$ cat config.mk
export PLATFORM = sky130hd
export DESIGN_NAME = tx_flit_arbiter
export DESIGN_NICKNAME = d
export VERILOG_FILES = /design/src/rtl/tx_flit_arbiter.sv
export SDC_FILE = /design/constraint.sdc
export NUM_CORES = 1
export LEC_CHECK = 0
export CAP_MARGIN = 30
export CORE_AREA = 5 5 248 250
export DETAILED_ROUTE_END_ITERATION = 7
export DIE_AREA = 0 0 253 255
export PLACE_DENSITY = 0.49
export SLEW_MARGIN = 40
export SYNTH_ARGS = -nofsm -noshare
export SYNTH_HDL_FRONTEND = slang
export SYNTH_SLANG_ARGS = --single-unit
export TNS_END_PERCENT = 20
$ cat constraint.sdc
create_clock -name nocclk -period 2.5 [get_ports nocclk]
set_clock_uncertainty 0.2 [all_clocks]
set_input_delay 0.5 -clock nocclk [delete_from_list [all_inputs] [get_ports nocclk]]
set_output_delay 0.5 -clock nocclk [all_outputs]
set_load 0.02 [all_outputs]
$ cat src/rtl/tx_flit_arbiter.sv
// Flit arbiter: NUM_CH input channels into one registered output slot, with
// strict-priority or round-robin selection plus a starvation override.
module tx_flit_arbiter #(
    parameter int NUM_CH       = 4,
    parameter int FLIT_W       = 128,
    parameter int MODE         = 0,
    parameter int STARVE_LIMIT = 16
) (
    input  logic                        nocclk,
    input  logic                        rst_n,
    input  logic [NUM_CH*FLIT_W-1:0]    in_flit,
    input  logic [NUM_CH-1:0]           in_valid,
    output logic [NUM_CH-1:0]           in_ready,
    output logic [FLIT_W-1:0]           out_flit,
    output logic                        out_valid,
    input  logic                        out_ready,
    output logic [$clog2(NUM_CH)-1:0]   out_ch,
    output logic                        starve_evt
);

    localparam int         CH_W  = $clog2(NUM_CH);
    localparam logic [7:0] LIMIT = 8'(STARVE_LIMIT);

    logic [7:0]        r_starve_cnt [NUM_CH];
    logic [CH_W-1:0]   r_rr_ptr;
    logic              r_out_valid;
    logic [FLIT_W-1:0] r_out_flit;
    logic [CH_W-1:0]   r_out_ch;

    logic [NUM_CH-1:0] w_starved;
    logic              w_forced;
    logic              w_has_win;
    logic [CH_W-1:0]   w_win_idx;
    logic              w_can_load;
    logic              w_xfer;
    logic [CH_W-1:0]   w_rr_next;

    // NOTE: every signal assigned in an always_comb gets a default first, so no path can leave it unassigned and infer a latch.
    always_comb begin
        w_starved = '0;
        for (int i = 0; i < NUM_CH; i++) begin
            w_starved[i] = in_valid[i] && (r_starve_cnt[i] >= LIMIT);
        end
    end

    // Descending scans let the lowest qualifying index overwrite the others.
    always_comb begin
        w_forced  = 1'b0;
        w_win_idx = '0;
        w_has_win = |in_valid;
        for (int i = NUM_CH - 1; i >= 0; i--) begin
            if (w_starved[i]) begin
                w_forced  = 1'b1;
                w_win_idx = CH_W'(i);
            end
        end
        if (!w_forced) begin
            if (MODE == 0) begin
                for (int i = NUM_CH - 1; i >= 0; i--) begin
                    if (in_valid[i]) begin
                        w_win_idx = CH_W'(i);
                    end
                end
            end else begin
                for (int k = NUM_CH - 1; k >= 0; k--) begin
                    if (in_valid[(int'(r_rr_ptr) + k) % NUM_CH]) begin
                        w_win_idx = CH_W'((int'(r_rr_ptr) + k) % NUM_CH);
                    end
                end
            end
        end
    end

    // Reset gates the handshake so nothing is accepted while rst_n is low.
    assign w_can_load = !r_out_valid || out_ready;
    assign w_xfer     = rst_n && w_can_load && w_has_win;
    assign in_ready   = w_xfer ? (NUM_CH'(1) << w_win_idx) : '0;
    assign starve_evt = w_xfer && w_forced;
    assign w_rr_next  = (w_win_idx == CH_W'(NUM_CH - 1)) ? '0 : w_win_idx + CH_W'(1);

    // NOTE: sequential state uses non-blocking assignments so every flop samples pre-edge values regardless of statement order.
    always_ff @(posedge nocclk or negedge rst_n) begin
        if (!rst_n) begin
            r_out_valid <= 1'b0;
            r_out_flit  <= '0;
            r_out_ch    <= '0;
            r_rr_ptr    <= '0;
        end else if (w_xfer) begin
            r_out_valid <= 1'b1;
            r_out_flit  <= in_flit[int'(w_win_idx)*FLIT_W +: FLIT_W];
            r_out_ch    <= w_win_idx;
            r_rr_ptr    <= w_rr_next;
        end else if (out_ready) begin
            r_out_valid <= 1'b0;
        end
    end

    // NOTE: this counter array is a small bank of flops, not a RAM, so it takes the asynchronous reset like any other state.
    always_ff @(posedge nocclk or negedge rst_n) begin
        if (!rst_n) begin
            for (int i = 0; i < NUM_CH; i++) begin
                r_starve_cnt[i] <= '0;
            end
        end else if (w_xfer) begin
            for (int i = 0; i < NUM_CH; i++) begin
                if (in_ready[i]) begin
                    r_starve_cnt[i] <= '0;
                end else if (in_valid[i] && (r_starve_cnt[i] != 8'hFF)) begin
                    r_starve_cnt[i] <= r_starve_cnt[i] + 8'd1;
                end
            end
        end
    end

    assign out_valid = r_out_valid;
    assign out_flit  = r_out_flit;
    assign out_ch    = r_out_ch;

endmodule

==> impl_results.md <==
* Status: finished with violations
* Failing checks: setup timing
* R2r startpoint: r_starve_cnt[29]
* Worst Path Arrival at 2.07 ns
* Vias in the first global route at 11600
* DR DRC count at 0
* Post-route ant nets at 0
* Via density at 4.30
* Final wirelength at 54300 um
* Die height at 255 um
* Worst setup SP type: flop
* Gate Count Post-Synth at 915
* Netlist cell types at 38
* Number of buffers created by CTS at 17
* Area delta synth->final at 99.5%
* Initial antenna violation count at 1
* Slew headroom at 57.1%
* Via Count at 10500
* Final-report max-slew violation count at 0
* Setup WS post-layout at -0.272 ns
* Ys flop type: dfrtp_1
* Synth async-reset ratio at 100%
* Largest net degree at the start of global routing at 78
* HP Class: input port to flop
* Drt wl/cell at 22.2 um
* Endpoints failing setup at 133
* Power density cells at 568 nW/um2
* Slew @ Worst Pin at 0.643 ns
* Flop-to-flop setup slack at -0.22 ns
* Worst EP required at 1.80 ns
* Worst-case clock buffer depth at 2
* Worst Path Max Fanout at 3
* Total track usage at 15.8%
* Final period util at 111%
* Mapped Area at 10000 um2
* Switching share of power at 34.2%
* Clk pwr share at 25.9%
* Setup TNS at -19.93 ns
* Synth warnings at 0
* Setup WS pre-CTS at -0.834 ns
* Root buf cell: clkbuf_16
* CTS tree: built
* Port-buffer cells at 654
* Total power at 11400 uW
* Register area share after synthesis at 40.6%
* Hold_sp: rst_n
* Fmax at 361 MHz
* Critical path origin: r_starve_cnt[29]
* Post-synth EDFFs at 0
* Floorplan row count at 89
* Drt pass-1 iters at 4
* Die W at 253 um
* Core area at 58800 um2
* Fill cells at 5939
* # IOs at 655
* Pleak at 0.00795 uW
* Pint at 7500 uW
* Initial Utilization at 17.1%
* Reg power frac at 30.9%
* Synth Register Bits at 163
* Combinational power share at 43.2%
* Die area at 64500 um2
* Clock tree sinks at 163
* Proportion of layout cells with a drive suffix above 1 at 18.3%
* Syn nets at 1442
* Nets at 2191
* DPL Wire Length at 40500 um
* Global-route wire length before repair at 76000 um
* RSZ-0062 raised after global routing: yes
* Grt ovf at 0
* Post-route minimum period at 2.77 ns
* Synth Area per Inst at 11.0 um2
* # Max-Cap Violations at 0
* Detailed Route Iter0 Violations at 473
* Crit path kind: flop to output pin
* GP Congestion at 0.842
* Worst-Skew Late Latency at 0.48 ns
* Worst-path clk slew at 0.07 ns
* Final Hold Violating Endpoints at 0
* Worst setup EP type: output pin
* CTS H-Tree Depth at 4
* P_sw at 3890 uW
* Max VDD drop at 0.533 mV
* Antenna cells at 0
-- state kept, by name (all words and copies together) (netlist names) --
| signal | cells |
|---|---|
| out_valid | 1 |
| out_flit | 128 |
| out_ch | 2 |
| r_starve_cnt | 32 |
-- critical path, stage by stage, from the launching register on --
cell     delay [ns]
dfrtp_1        0.41
o41ai_4        0.44
buf_4          0.20
nand2_4        0.05
a21oi_4        0.16
buf_4          0.17
nor3_4         0.05
buf_6          0.12
-- cells by family after synthesis --
family | synth area share [%]
AO/OA/AOI/OAI | 15.4
XOR/XNOR | 2.18
adder cells (fa/ha/maj) | 0.997
buffers and inverters | 5.10
flip-flops | 40.6
multiplexers | 25.6
AND/OR/NAND/NOR | 10.1
-- stage by stage --
stage	util, %	cell area, um2	hold slack (ns)	instances
2_1_floorplan	-	10000	0.00441	915
3_3_place_gp	30.8	18100	0.262	2376
3_5_place_dp	30.8	18100	0.272	2376
4_1_cts	33.3	19600	0.161	2438
5_1_grt	34.1	20000	0.175	2448
6_report	34.1	20000	0.204	2448
-- final cells by class --
class                   instances  area, um2  area share (%)
clock buffers                  22        464            2.32
clock inverters                 8        151           0.756
inverters                      11       41.3           0.206
multi-input cells             671       6010            30.0
flip-flops and latches        163       4080            20.4
well taps                     773        967            4.83
repair buffers                800       8320            41.5
-- final timing paths --
path | endpoint | cells after the start
min in group asynchronous | out_flit[20] | 3
hold reg to reg | out_ch[0] | 2
max in group asynchronous | out_flit[98] | 4
setup / recovery | in_ready[2] | 7
setup reg to reg | out_flit[1] | 13
hold / removal | out_valid | 4
-- layout by cell type, fill, tap and decap left out, types with 3 or more instances in the layout --
cell             netlist  layout
nand3_1               14      14
a21oi_1                5       5
xnor2_1               18      18
clkdlybuf4s50_1        0     644
bufinv_16              0       4
mux2i_2                0      19
nand4_1                5       5
dfrtp_1              163     162
nand2_1              151     150
and3_1                 3       3
clkbuf_8               0       3
o221ai_2              38      78
or3_1                  3       3
buf_6                 17      24
nor4_1                 3       3
nor2_1                35      35
dlygate4sd2_1          0       4
buf_12                 0      23
buf_8                  0       4
ha_1                   8       8
o221ai_1              90      50
inv_1                 11      11
mux2i_1              257     229
clkbuf_1              20       3
xor2_1                 7       7
buf_16                 0      10
nor3_1                 7       7
clkbuf_16              0      20
nor2_4                 4       4
mux2i_4                0       9
o41ai_4                2       4
buf_4                 15      85
-- power by group through the flow --
| stage | clock, uW | sequential (uW) | combinational (uW) |
|---|---|---|---|
| 2_1_floorplan | 0 | 4000 | 1540 |
| 3_3_place_gp | 0 | 3550 | 4460 |
| 3_5_place_dp | 0 | 3560 | 4470 |
| 4_1_cts | 3050 | 3520 | 4860 |
| 5_1_grt | 3130 | 3590 | 5250 |
| 6_report | 2940 | 3520 | 4920 |
-- cell usage after synthesis (2+ instances only) --
| cell | instances | area, um2 |
|---|---|---|
| nand2_1 | 151 | 567 |
| o41ai_2 | 2 | 32.5 |
| ha_1 | 8 | 100 |
| nand3_1 | 14 | 70.1 |
| buf_4 | 15 | 113 |
| inv_1 | 11 | 41.3 |
| a41oi_1 | 2 | 17.5 |
| xnor2_1 | 18 | 158 |
| nor3_2 | 2 | 20.0 |
| a21oi_1 | 5 | 25.0 |
| nor2_4 | 4 | 45.0 |
| nor3_1 | 7 | 35.0 |
| nor2b_1 | 2 | 12.5 |
| nand4_1 | 5 | 31.3 |
| nor2_1 | 35 | 131 |
| xor2_1 | 7 | 61.3 |
| nand2_2 | 3 | 18.8 |
| and3_1 | 3 | 18.8 |
| buf_2 | 16 | 80.1 |
| nor4_1 | 3 | 18.8 |
| mux2i_1 | 257 | 2570 |
| o221ai_2 | 38 | 571 |
| or3_1 | 3 | 18.8 |
| nand2b_1 | 2 | 12.5 |
| o221ai_1 | 90 | 788 |
| o41ai_4 | 2 | 55.1 |
| buf_6 | 17 | 191 |
| dfrtp_1 | 163 | 4080 |
| o21ai_2 | 2 | 17.5 |
| clkbuf_1 | 20 | 75.1 |
-- routing by layer --
layer	GRT usage (%)	vias to the layer above	routed length [um]
li1	-	4930	-
met1	17.9	5033	20900
met2	28.1	492	27400
met3	5.29	69	4500
met4	5.43	2	1500
met5	0	-	13
-- repair_timing --
action | 4_1_cts | 5_1_grt
buffers inserted | 21 | 14
gates resized for setup | 117 | 69
hold buffers | 1 | 0
setup endpoints to repair | 128 | 133
pin swaps | 23 | 14
endpoints found under the hold margin | 25 | 0
gates cloned | 11 | 3
Note: power is estimated with default switching activity, not from simulation.
